### src/rtl/mem_arbiter.sv
// Two-requester (CPU data port / debug loader) arbiter in front of a single-port RAM.
// Each access is IDLE/RESP -> ACCESS -> RESP; arbitration is round-robin or CPU-first.
module mem_arbiter #(
    parameter int FIXED_PRIO = 0
) (
    input  logic        clk,
    input  logic        reset_n,

    input  logic        cpu_req,
    input  logic        cpu_we,
    input  logic [31:0] cpu_addr,
    input  logic [31:0] cpu_wdata,
    output logic        cpu_ready,
    output logic [31:0] cpu_rdata,

    input  logic        dbg_req,
    input  logic        dbg_we,
    input  logic [31:0] dbg_addr,
    input  logic [31:0] dbg_wdata,
    output logic        dbg_ready,
    output logic [31:0] dbg_rdata,

    output logic        gnt_cpu,
    output logic        gnt_dbg,

    output logic        mem_wr_sig,
    output logic [31:0] mem_addr,
    output logic [31:0] mem_wr_data,
    input  logic [31:0] mem_rd_data
);

    typedef enum logic [1:0] {
        IDLE   = 2'd0,
        ACCESS = 2'd1,
        RESP   = 2'd2
    } state_t;

    localparam bit CPU_FIRST = (FIXED_PRIO != 0);

    state_t      state_q, state_d;
    logic        gnt_cpu_q, gnt_cpu_d;
    logic        gnt_dbg_q, gnt_dbg_d;
    logic        last_dbg_q, last_dbg_d;
    logic        cpu_ready_q, cpu_ready_d;
    logic        dbg_ready_q, dbg_ready_d;
    logic        mem_wr_sig_q, mem_wr_sig_d;
    logic [31:0] mem_addr_q, mem_addr_d;
    logic [31:0] mem_wr_data_q, mem_wr_data_d;
    logic        start;
    logic        pick_dbg;

    always_comb begin
        state_d       = state_q;
        gnt_cpu_d     = gnt_cpu_q;
        gnt_dbg_d     = gnt_dbg_q;
        last_dbg_d    = last_dbg_q;
        cpu_ready_d   = 1'b0;
        dbg_ready_d   = 1'b0;
        mem_wr_sig_d  = 1'b0;
        mem_addr_d    = mem_addr_q;
        mem_wr_data_d = mem_wr_data_q;
        start         = 1'b0;
        pick_dbg      = 1'b0;

        case (state_q)
            IDLE: begin
                gnt_cpu_d = 1'b0;
                gnt_dbg_d = 1'b0;
                if (cpu_req || dbg_req) begin
                    start = 1'b1;
                    if (cpu_req && dbg_req) begin
                        pick_dbg = CPU_FIRST ? 1'b0 : !last_dbg_q;
                    end else begin
                        pick_dbg = dbg_req;
                    end
                end
            end
            ACCESS: begin
                state_d     = RESP;
                cpu_ready_d = gnt_cpu_q;
                dbg_ready_d = gnt_dbg_q;
            end
            RESP: begin
                state_d   = IDLE;
                gnt_cpu_d = 1'b0;
                gnt_dbg_d = 1'b0;
                // The port just served is masked; a CPU-first arbiter still refuses dbg while cpu_req is up.
                if (gnt_cpu_q) begin
                    if (dbg_req && (!CPU_FIRST || !cpu_req)) begin
                        start    = 1'b1;
                        pick_dbg = 1'b1;
                    end
                end else if (cpu_req) begin
                    start    = 1'b1;
                    pick_dbg = 1'b0;
                end
            end
            default: begin
                state_d   = IDLE;
                gnt_cpu_d = 1'b0;
                gnt_dbg_d = 1'b0;
            end
        endcase

        if (start) begin
            state_d       = ACCESS;
            gnt_cpu_d     = !pick_dbg;
            gnt_dbg_d     = pick_dbg;
            last_dbg_d    = pick_dbg;
            mem_wr_sig_d  = pick_dbg ? dbg_we    : cpu_we;
            mem_addr_d    = pick_dbg ? dbg_addr  : cpu_addr;
            mem_wr_data_d = pick_dbg ? dbg_wdata : cpu_wdata;
        end
    end

    always_ff @(posedge clk or negedge reset_n) begin
        if (!reset_n) begin
            state_q       <= IDLE;
            gnt_cpu_q     <= 1'b0;
            gnt_dbg_q     <= 1'b0;
            last_dbg_q    <= 1'b1;
            cpu_ready_q   <= 1'b0;
            dbg_ready_q   <= 1'b0;
            mem_wr_sig_q  <= 1'b0;
            mem_addr_q    <= '0;
            mem_wr_data_q <= '0;
        end else begin
            state_q       <= state_d;
            gnt_cpu_q     <= gnt_cpu_d;
            gnt_dbg_q     <= gnt_dbg_d;
            last_dbg_q    <= last_dbg_d;
            cpu_ready_q   <= cpu_ready_d;
            dbg_ready_q   <= dbg_ready_d;
            mem_wr_sig_q  <= mem_wr_sig_d;
            mem_addr_q    <= mem_addr_d;
            mem_wr_data_q <= mem_wr_data_d;
        end
    end

    assign gnt_cpu     = gnt_cpu_q;
    assign gnt_dbg     = gnt_dbg_q;
    assign cpu_ready   = cpu_ready_q;
    assign dbg_ready   = dbg_ready_q;
    assign mem_wr_sig  = mem_wr_sig_q;
    assign mem_addr    = mem_addr_q;
    assign mem_wr_data = mem_wr_data_q;

    // RAM data arrives in RESP, the same cycle ready is high, so it is gated rather than registered.
    assign cpu_rdata   = cpu_ready_q ? mem_rd_data : '0;
    assign dbg_rdata   = dbg_ready_q ? mem_rd_data : '0;

endmodule

### config.mk
export PLATFORM = sky130hd
export DESIGN_NAME = mem_arbiter
export DESIGN_NICKNAME = d
export VERILOG_FILES = /design/src/rtl/mem_arbiter.sv
export SDC_FILE = /design/constraint.sdc
export NUM_CORES = 1
export LEC_CHECK = 0
export BUFFER_PORTS_ARGS = -buffer_cell sky130_fd_sc_hd__buf_2
export CAP_MARGIN = 20
export CORE_MARGIN = 8
export CORE_UTILIZATION = 40
export DETAILED_ROUTE_END_ITERATION = 10
export GPL_TIMING_DRIVEN = 1
export MAX_ROUTING_LAYER = met4
export PLACE_DENSITY = 0.84
export SYNTH_ARGS = -nofsm -noshare
export SYNTH_HDL_FRONTEND = slang
export SYNTH_SLANG_ARGS = --single-unit
### constraint.sdc
create_clock -name clk -period 2 [get_ports clk]
set_input_delay 0 -clock clk [delete_from_list [all_inputs] [get_ports clk]]
set_output_delay 0 -clock clk [all_outputs]
set_load 0.05 [all_outputs]
# Word level (Yosys, flattened, before mapping)
# Index checks and enable logic that the tools add are counted.
[op_classes]
n_bitwise = 0
magnitude_cmp = 0
n_reduce_logical = 5
div = 0
n_mul = 0
add_sub_neg = 0
mux = 21
n_shift = 0
n_eq_ne = 3
[ops]
columns = ["operator", "count"]
rows = [
  ["two-way mux 32 bit", 4],
  ["two-way mux 1 bit", 13],
  ["case mux 1 bit (2 select lines)", 2],
  ["case mux 2 bit (2 select lines)", 1],
  ["equality test 2 x 1 -> 1 bit, second input constant", 1],
  ["equality test 2 bit, second input constant", 1],
  ["zero test 1 bit", 2],
  ["zero test 2 bit", 1],
  ["two-way mux 2 bit", 1],
  ["inequality test 2 bit, second input constant", 1],
  ["logical AND 1 bit", 1],
  ["logical OR 1 bit", 1],
]
[word_totals]
memories = 0
ram_bits = 0
register_bits = 72
elab_cells = 38
mem_bits_ro = 0
latchBits = 0
out_inout_bits = 133
inputBits = 166

# Longest topological paths before layout
# Gate-level depths: netlist of run 1.
[depth]
ltp_word = 6
ltp_mapped = 5
mapped_depth_nobuf = 3

# Worst setup path after synthesis of run 1
# OpenSTA, ideal clock, no wires.
[synth_timing]
path_kind = "register to register"
from = "register gnt_cpu_q, in the netlist gnt_cpu"
to = "register mem_wr_data_q[11], in the netlist mem_wr_data[11]"
t_required_ps = 1914
stages_incl_launch_ff = 6
n_path_buf = 2
period_less_slack_ps = 1605
setup_time_ps = 86
slack_ps = 395
arrival_ps = 1519
cell_sequence = "dfrtp_1 > a21boi_1 > o221a_4 > buf_6 > buf_6 > o221ai_2"
[synth_via]
elab_chain_cells = 3
word_cells_on_any_way = 5
cone_classes = "5 x mux"
[synth_rtl]
columns = ["element", "line_no", "rtl"]
rows = [
  ["from (decl)", "41", "logic gnt_cpu_q, gnt_cpu_d;"],
  ["from (signal assigned)", "129", "gnt_cpu_q <= gnt_cpu_d;"],
  ["two-way mux 1 bit", "88", "if (gnt_cpu_q) begin"],
  ["case mux 1 bit (2 select lines)", "65", "case (state_q)"],
  ["two-way mux 32 bit", "112", "mem_wr_data_d = pick_dbg ? dbg_wdata : cpu_wdata;"],
  ["to (signal assigned)", "136", "mem_wr_data_q <= mem_wr_data_d;"],
  ["to (decl)", "48", "logic [31:0] mem_wr_data_q, mem_wr_data_d;"],
]
# Parallel ways exist; a longest one is shown, timed or not.
# A chain may end at the register's enable or synchronous reset.

# Worst setup path in the final report of run 1
[layout_timing]
from = "register cpu_ready_q, in the netlist cpu_ready"
to = "output port cpu_rdata[18]"
[layout_via]
elab_chain_cells = 1
[layout_rtl]
columns = ["element", "line_no", "rtl"]
rows = [
  ["from (decl)", "44", "logic cpu_ready_q, cpu_ready_d;"],
  ["from (signal assigned)", "132", "cpu_ready_q <= cpu_ready_d;"],
  ["two-way mux 32 bit", "149", "assign cpu_rdata = cpu_ready_q ? mem_rd_data : '0;"],
  ["to (decl)", "14", "output logic [31:0] cpu_rdata,"],
]
# Every way passes these cells.

==> impl_results.md, run 1 <==
- Comb power frac: 0.638
- Clk sinks: 72
- Tcrit/Tclk final: 0.918
- Pint: 5.01 mW
- Setup tns final: 0 ps
- Static Leakage: 3.99 nW
- Reg2reg end: mem_addr[7]$_DFFE_PN0P_
- DR WL/cell: 19.7 microns
- RSZ-0062 raised after global routing: false
- RePlAce Congestion: 0.953
- Seq/Total Area, Yosys: 0.435
- Reg power frac: 0.234
- Clock Power Share: 0.129
- Vias in the first global route: 5464
- Hold wc startpoint: dbg_we
- DR vias/cell: 5.19
- WP data required: 2000 ps
- IO Pins: 299
- Avg Cell Area, Syn: 9.17 sq um
- Setup CP Type: flip-flop to output pin
- Clock transition at the registers of the reported paths: 80 ps
- Worst R2R Setup Slack: 280 ps
- PD cells: 1560 nW/um^2
- Drt total wl: 19.9 mm
- Root buf cell: clkbuf_8
- Cell count after synthesis: 452
- DR DRC count: 0
- Worst Path Arrival: 1840 ps
- Global-route wire length before repair: 30.9 mm
- Switch Pwr: 6.33 mW
- WHS: 17.9 ps
- Fin crit period: 1840 ps
- Die Ht: 118 microns
- Startpoint class of the critical path: flip-flop
- Syn Nets: 618
- H-tree depth: 3
- Number of port buffers: 298
- Layout cell share with drive strength beyond 1: 0.404
- Worst Clk Skew: 7.75 ps
- Family with the most delay on the worst path: flip-flops
- Yosys cell types: 23
- Antenna viol nets, final: 0
- Placed wire-length estimate: 11.9 mm
- Setup crit end kind: output pin
- Outcome: finished, final reports clean
- Synth warnings: 0
- Initial core utilization: 0.407
- Die Width: 118 microns
- Crit path max fanout: 33
- CTS tree: done
- Largest stage delay on the critical path: 890 ps
- Fmax: 544 MHz
- Longest Clk Path Bufs: 2
- Critical path cell sequence: and2_1, buf_2
- Worst hold path depth: 3
- Initial antenna violation count: 7
- GRT Util Overall: 0.284
- Critical R2R Launch: state_q[1]$_DFFE_PN0P_
- Area Overhead vs Synth: 75.7%
- Most frequent cells in the layout: buf_2 (297), inv_1 (130), dlygate4sd3_1 (130), dfrtp_1 (71), and2_1 (65)
- Vias post-DR: 5240
- Final Hold Viols: 0
- Hold Path Sink: mem_wr_sig$_DFF_PN0_
- Setup bufs post-CTS: 0
- DRT iter0 DRCs: 670
- # rows: 37
- Register bit total from synthesis: 72
- CP Buf/Inv Count: 1
- Drt pass-1 iters: 5
- Slowest cell on crit path: dfrtp_1
- Layout Nets: 1027
- Max-Cap Viols: 0
- Max Slew Vio Count: 0
- CTS buffer count: 9
- Setup violations, final: 0
- Worst hold path type: input pin to flip-flop
- Mapped Area: 4140 sq um
- Commonest non-fill, non-tap cell in the layout: buf_2
- Clock latency on the worst-skew pair: 340 ps
- Slew @ Worst Pin: 933 ps
- Switching portion of total power: 0.558
- Core area: 10200 sq um
- Worst rel slew slack: 0.378
- Grt ovf: 0
- Die area: 13900 sq um
- Largest net degree at the start of global routing: 73
- Max IR drop VDD: 0.999 mV
- Worst Reg-to-Reg Cells: 4
==> synth_stat cells <==
master,instances,area [sq um]
inv_1,131,492
dfrtp_1,71,1780
and2_1,65,407
nand4_1,64,400
o221ai_1,44,385
o221ai_2,20,300
clkbuf_1,19,71.3
buf_2,12,60.1
buf_6,9,101
nand2_1,2,7.51
nand2b_1,2,12.5
nor2b_1,2,12.5
a21boi_1,1,7.51
a31o_1,1,8.76
and4_1,1,8.76
buf_4,1,7.51
dfstp_2,1,26.3
nand3_2,1,10.0
nand3b_1,1,7.51
o21a_1,1,7.51
o21ai_1,1,5.00
o221a_4,1,20.0
or3b_1,1,8.76
==> state kept, by name, summed over array words and instances, names as in the netlist <==
signal       cells
mem_wr_data     32
state_q          2
cpu_ready        1
mem_wr_sig       1
mem_addr        32
gnt_dbg          1
last_dbg_q       1
dbg_ready        1
gnt_cpu          1
==> worst max-delay path by stage <==
| stage | slack, ps | end | depth (start not counted) | from |
|---|---|---|---|---|
| after floorplan | 400 | mem_wr_data[11]$_DFFE_PN0P_ | 5 | gnt_cpu$_DFF_PN0_ |
| after global placement | 440 | mem_wr_data[3]$_DFFE_PN0P_ | 4 | state_q[1]$_DFFE_PN0P_ |
| after detailed placement | 360 | mem_wr_data[21]$_DFFE_PN0P_ | 4 | state_q[1]$_DFFE_PN0P_ |
| after CTS | 250 | cpu_rdata[18] | 2 | cpu_ready$_DFF_PN0_ |
| after global routing | 20 | cpu_rdata[18] | 2 | cpu_ready$_DFF_PN0_ |
| final | 160 | cpu_rdata[18] | 2 | cpu_ready$_DFF_PN0_ |
==> area by class of cell <==
type,count,area [sq um]
Clock inverter,4,98.8
Sequential cell,72,1800
Clock buffer,12,155
Tap cell,136,170
Antenna cell,8,20.0
Inverter,131,492
Timing Repair Buffer,439,2920
Multi-Input combinational cell,208,1630
Fill cell,699,2900
==> power groups by stage <==
stage	Clock [mW]	Sequential [mW]	Combinational, mW
final	1.46	2.65	7.23
after CTS	1.49	2.61	7.12
after global routing	1.55	2.72	7.57
after floorplan	0	4.94	2.91
after global placement	0	2.59	6.84
after detailed placement	0	2.62	6.91
==> tightest hold or removal path: stages <==
cell	delay (ps)
buf_2	70
and4_1	160
a31o_1	90
==> layer usage <==
layer,vias up,global-route usage,share of wire
li1,2366,-,-
met1,2408,0.324,0.38
met2,392,0.459,0.48
met3,74,0.0796,0.088
met4,0,0.127,0.044
met5,-,-,0
==> stage by stage <==
step | utilization | instances | cell area, sq um | setup slack [ps] | total power, mW
after floorplan | - | 452 | 4140 | 395 | 7.85
after global placement | 0.560 | 856 | 5710 | 439 | 9.43
after detailed placement | 0.560 | 856 | 5710 | 361 | 9.54
after CTS | 0.713 | 1002 | 7260 | 245 | 11.2
after global routing | 0.715 | 1009 | 7280 | 21.4 | 11.8
final | 0.715 | 1010 | 7280 | 163 | 11.3
==> cell families (layout without fill, tap and decap cells) <==
logic type | count (synthesis) | in the layout | share of synthesized area
buf+inv | 172 | 586 | 0.177
simple gates | 139 | 139 | 0.211
flops | 72 | 72 | 0.435
compound gates | 69 | 69 | 0.177
other cells | 0 | 8 | 0
==> timing repair <==
action | 4_1_cts | 5_1_grt
setup endpoints to repair | 0 | 0
endpoints found under the hold margin | 136 | 0
resized for setup | 0 | 0
hold buffers | 130 | 0
Power figures use the tool's default switching activity.
==> run 2: changes to the inputs <==
CORE_UTILIZATION = 37   (was 40)
PLACE_DENSITY = 0.82   (was 0.84)
clock period = 1.6 ns   (was 2 ns; I/O delays follow)
==> impl_results.md, run 2 (synthesized netlist as in run 1, its figures left out) <==
- Outcome: finished, final reports clean
- Setup CP Type: flip-flop to flip-flop
- Worst hold path type: input pin to flip-flop
- RePlAce Congestion: 0.851 (-11%)
- Static Leakage: 4.03 nW (+0.79%)
- Worst Clk Skew: 17.8 ps (+10.0 ps)
- Max Slew Vio Count: 0 (unchanged)
- Clock transition at the registers of the reported paths: 80 ps (about the same)
- Tcrit/Tclk final: 0.949
- Final Hold Viols: 0 (unchanged)
- DR vias/cell: 5.04 (-2.8%)
- Slew @ Worst Pin: 461 ps (-472 ps)
- DR DRC count: 0 (unchanged)
- Die area: 14800 sq um (+7.0%)
- Max-Cap Viols: 0 (unchanged)
- Root buf cell: clkbuf_8
- H-tree depth: 3 (unchanged)
- Commonest non-fill, non-tap cell in the layout: buf_2
- Drt total wl: 19.5 mm (-2.1%)
- PD cells: 1910 nW/um^2 (+22%)
- Vias in the first global route: 5451 (-0.24%)
- Layout Nets: 1035 (+0.78%)
- Most frequent cells in the layout: buf_2 (297), inv_1 (130), dlygate4sd3_1 (130), dfrtp_1 (70), and2_1 (65)
- Setup bufs post-CTS: 0 (unchanged)
- Die Ht: 122 microns (+3.4%)
- GRT Util Overall: 0.265 (-0.0193)
- DR WL/cell: 19.1 microns (-3.1%)
- Clk sinks: 72 (unchanged)
- Antenna viol nets, final: 0 (unchanged)
- Cts repair resizes: 0 (unchanged)
- Sequential Area: 1800 sq um (about the same)
- Placement-stage cell area: 5840 sq um (+2.3%)
- Global-route wire length before repair: 30.1 mm (-2.5%)
- Initial core utilization: 0.381 (-0.0263)
- Filler cell count: 778 (+11%)
- Core area: 10900 sq um (+6.9%)
- Startpoint class of the critical path: flip-flop
- Setup tns final: 0 ps (unchanged)
- Clock latency on the worst-skew pair: 350 ps (about the same)
- WHS: 58.6 ps (+40.7 ps)
- Layout cell share with drive strength beyond 1: 0.411 (+0.00660)
- Max IR drop VDD: 1.53 mV (+53%)
- Fin crit period: 1520 ps
- Grt ovf: 0 (unchanged)
- Die Width: 122 microns (+3.4%)
- Vias post-DR: 5142 (-1.9%)
- Setup crit end kind: flip-flop
- DRT iter0 DRCs: 631 (-5.8%)
- Area of the multi-input gates: 1630 sq um (unchanged)
- Drt pass-1 iters: 6 (+1)
- WP data required: 1800 ps (-200 ps)
- Number of port buffers: 298 (unchanged)
- Setup violations, final: 0 (unchanged)
- Placed wire-length estimate: 11.8 mm (about the same)
- Crit path max fanout: 40 (+21%)
- Initial antenna violation count: 4 (-3)
- CTS buffer count: 9 (unchanged)
- IO Pins: 299 (unchanged)
- Worst rel slew slack: 0.693 (+0.315)
- # rows: 38 (+2.7%)
- RSZ-0062 raised after global routing: false
- Longest Clk Path Bufs: 2 (unchanged)
- Worst Path Arrival: 1720 ps (-120 ps)
- Fmax: 658 MHz
- Final Instance Area: 7350 sq um (+0.91%)
- Core Util, Final: 0.675 (-0.0401)
- Largest net degree at the start of global routing: 41 (-44%)
- Area Overhead vs Synth: 77.3%
- CTS tree: done
-- run 2: changes by cell type in the layout (fill, tap and decap cells not counted), sizes merged --
cell,before,now
buf,309,317
clkinv,0,3
bufinv,3,1
clkbuf,12,10
diode,8,6
clkinvlp,0,1
-- run 2: critical path, cell delays in order (launching register included) --
cell      delay [ps]
dfstp_2          380
or3b_2           530
buf_12           210
nand4_1          130
o221ai_1         130
-- run 2: path summary, 6_finish.rpt --
check                           slack, ps                          end  cells after the start              startpoint
worst min register to register        480       last_dbg_q$_DFFE_PN1P_                      2  last_dbg_q$_DFFE_PN1P_
worst min-delay path                   60         mem_wr_sig$_DFF_PN0_                      3                  dbg_we
min in group asynchronous             160  mem_wr_data[27]$_DFFE_PN0P_                      2                 reset_n
worst max register to register         80   mem_wr_data[5]$_DFFE_PN0P_                      4  last_dbg_q$_DFFE_PN1P_
worst max-delay path                   80   mem_wr_data[5]$_DFFE_PN0P_                      4  last_dbg_q$_DFFE_PN1P_
max in group asynchronous             880     mem_addr[24]$_DFFE_PN0P_                      3                 reset_n
-- run 2: metrics by stage --
stage               std cells  power, mW  setup slack, ps
finish                   1020       14.0             81.0
global route             1018       14.7             29.8
CTS                      1014       13.9              126
detailed placement        868       12.2              116
global placement          868       12.1              151
floorplan                 452       9.82              110
-- run 2: report_power, final --
group	total (mW)	leakage (nW)	internal (mW)	switching, mW
Clock	1.47	0.0969	0.730	0.737
Sequential	3.25	0.882	2.73	0.523
Combinational	9.29	3.05	2.59	6.70
-- run 2: layout make-up --
type / count / area share
Inverter: 131 / 0.0669
Clock inverter: 6 / 0.00936
Timing Repair Buffer: 447 / 0.413
Sequential cell: 72 / 0.246
Tap cell: 140 / 0.0238
Multi-Input combinational cell: 208 / 0.222
Clock buffer: 10 / 0.0174
Antenna cell: 6 / 0.00204
-- run 2: routing by layer --
metal / track usage / vias to the layer above / part of all wire
li1: - / 2376 / -
met1: 0.278 / 2360 / 0.35
met2: 0.454 / 345 / 0.51
met3: 0.0643 / 61 / 0.095
met4: 0.136 / 0 / 0.041
met5: - / - / 0
-- run 2: timing repair --
action / 4_1_cts / 5_1_grt
hold endpoints to repair: 137 / 0
hold buffers: 130 / 0
setup endpoints to repair: 0 / 0
==> run 3: changes to the inputs <==
CORE_ASPECT_RATIO = 0.6   (was not set)
==> impl_results.md, run 3 (synthesized netlist as in run 1, its figures left out) <==
- Global-route wire length before repair: 30.4 mm (+0.98%)
- Root buf cell: clkbuf_16
- Fmax: 670 MHz (+1.8%)
- Die area: 15000 sq um (+0.75%)
- Setup CP Type: flip-flop to flip-flop
- Clock latency on the worst-skew pair: 330 ps (-20 ps)
- Final Hold Viols: 0 (unchanged)
- Final std cells w/o fill: 1018 (-0.20%)
- IO Pins: 299 (unchanged)
- Worst Path Arrival: 1670 ps (-50 ps)
- RePlAce Congestion: 0.983 (+16%)
- Vias in the first global route: 5521 (+1.3%)
- Initial antenna violation count: 3 (-1)
- CTS tree: done
- Core area: 11100 sq um (+2.0%)
- Drt total wl: 19.6 mm (+0.54%)
- DRT iter0 DRCs: 349 (-45%)
- Worst hold path type: input pin to flip-flop
- Final Instance Area: 7450 sq um (+1.4%)
- Drt pass-1 iters: 5 (-1)
- DR vias/cell: 5.08 (+0.70%)
- Layout cell share with drive strength beyond 1: 0.410 (-0.000881)
- Crit path max fanout: 39 (-2.5%)
- Worst rel slew slack: 0.654 (-0.0391)
- DR WL/cell: 19.2 microns (+0.74%)
- H-tree depth: 3 (unchanged)
- Initial core utilization: 0.373 (-0.00763)
- DR DRC count: 0 (unchanged)
- Area Overhead vs Synth: 79.7%
- Outcome: finished, final reports clean
- Max-Cap Viols: 0 (unchanged)
- Commonest non-fill, non-tap cell in the layout: buf_2
- Vias post-DR: 5168 (+0.51%)
- WHS: 20.1 ps (-38.4 ps)
- Critical path cell sequence: buf_4, nand3b_1, nand3_2, buf_12, o221ai_1
- Slowest cell on crit path: dfrtp_1
- # rows: 30 (-21%)
- Family with the most delay on the worst path: flip-flops
- Antenna viol nets, final: 0 (unchanged)
- Max IR drop VDD: 1.11 mV (-27%)
- Dpl cells: 870 (+0.23%)
- Number of port buffers: 298 (unchanged)
- Slew @ Worst Pin: 520 ps (+58.7 ps)
- WP data required: 1780 ps (-20 ps)
- Max Slew Vio Count: 0 (unchanged)
- Static Leakage: 4.07 nW (+1.1%)
- Placed wire-length estimate: 12.4 mm (+4.8%)
- Layout Nets: 1032 (-0.29%)
- CTS buffer count: 9 (unchanged)
- Fin crit period: 1490 ps (-27.0 ps)
- CP Buf/Inv Count: 2 (+1)
- Clk sinks: 72 (unchanged)
- PD cells: 1960 nW/um^2 (+2.9%)
- Setup bufs post-CTS: 0 (unchanged)
- Setup crit end kind: flip-flop
- Clock transition at the registers of the reported paths: 50 ps (-30 ps)
- Grt ovf: 0 (unchanged)
- Largest net degree at the start of global routing: 45 (+9.8%)
- Longest Clk Path Bufs: 2 (unchanged)
- Setup violations, final: 0 (unchanged)
- Die Ht: 98.0 microns (-20%)
- Tot Pwr: 14.6 mW (+4.3%)
- Most frequent cells in the layout: buf_2 (298), inv_1 (130), dlygate4sd3_1 (129), dfrtp_1 (69), and2_1 (65)
- Placement-stage cell area: 5830 sq um (-0.13%)
- Die Width: 153 microns (+25%)
- Worst Clk Skew: 9.62 ps (-8.13 ps)
- Tcrit/Tclk final: 0.933 (-0.0169)
- Startpoint class of the critical path: flip-flop
- Largest stage delay on the critical path: 430 ps (-100 ps)
- GRT Util Overall: 0.262 (-0.00283)
- Core Util, Final: 0.670 (-0.00452)
==> run 3: changes by cell type in the layout (fill, tap and decap cells not counted), moves of 3 or more <==
cell / previous run / this run
clkbuf_16: 0 / 9
clkbuf_8: 9 / 0
buf_4: 12 / 7
diode_2: 6 / 3
==> run 3: per-layer routing <==
metal	vias up	share of wire	global-route usage
li1	2359	-	-
met3	80	0.073	0.0653
met5	-	0	-
met1	2419	0.38	0.289
met2	310	0.50	0.434
met4	0	0.052	0.145
==> run 3: worst reg2reg max path: cells and delay by family (launching register included) <==
family	cells	cell delay, ps
AOI/OAI and AO/OA	1	190
buffers and inverters	2	410
DFF	1	430
and+or+nand+nor	2	330
==> run 3: layout make-up <==
cell class                      count  area [sq um]
Sequential cell                    72          1810
Inverter                          131           492
Tap cell                          144           180
Antenna cell                        3          7.51
Multi-Input combinational cell    208          1620
Timing Repair Buffer              444          3030
Fill cell                         839          3660
Clock inverter                      5          81.3
Clock buffer                       11           233
==> run 3: final timing paths <==
path                                              end                    from  cells after the start  slack (ps)
setup reg to reg             mem_addr[14]$_DFFE_PN0P_  state_q[1]$_DFFE_PN0P_                      5         110
hold / removal               mem_addr[14]$_DFFE_PN0P_            dbg_addr[14]                      3          20
hold reg to reg                last_dbg_q$_DFFE_PN1P_  last_dbg_q$_DFFE_PN1P_                      2         480
setup / recovery             mem_addr[14]$_DFFE_PN0P_  state_q[1]$_DFFE_PN0P_                      5         110
min in group asynchronous  mem_wr_data[2]$_DFFE_PN0P_                 reset_n                      2         190
max in group asynchronous     mem_addr[9]$_DFFE_PN0P_                 reset_n                      3         850
==> run 3: power breakdown <==
| group | total (mW) | switching, mW | internal, mW |
|---|---|---|---|
| sequential | 3.25 | 0.516 | 2.74 |
| combinational | 9.24 | 6.68 | 2.56 |
| clock | 2.13 | 0.759 | 1.37 |
| total | 14.6 | 7.96 | 6.66 |
==> run 3: stage by stage <==
step	setup WS (ps)	setup TNS, ps
6_report	108	0
5_1_grt	-1.21	-1.21
4_1_cts	57.9	0
3_5_place_dp	66.2	0
3_3_place_gp	119	0
2_1_floorplan	110	0
==> run 3: timing repair <==
| action | CTS | global route |
|---|---|---|
| hold buffers | 129 | 0 |
| resized for setup | 0 | 3 |
| endpoints found under the hold margin | 80 | 0 |
| setup endpoints to repair | 0 | 6 |
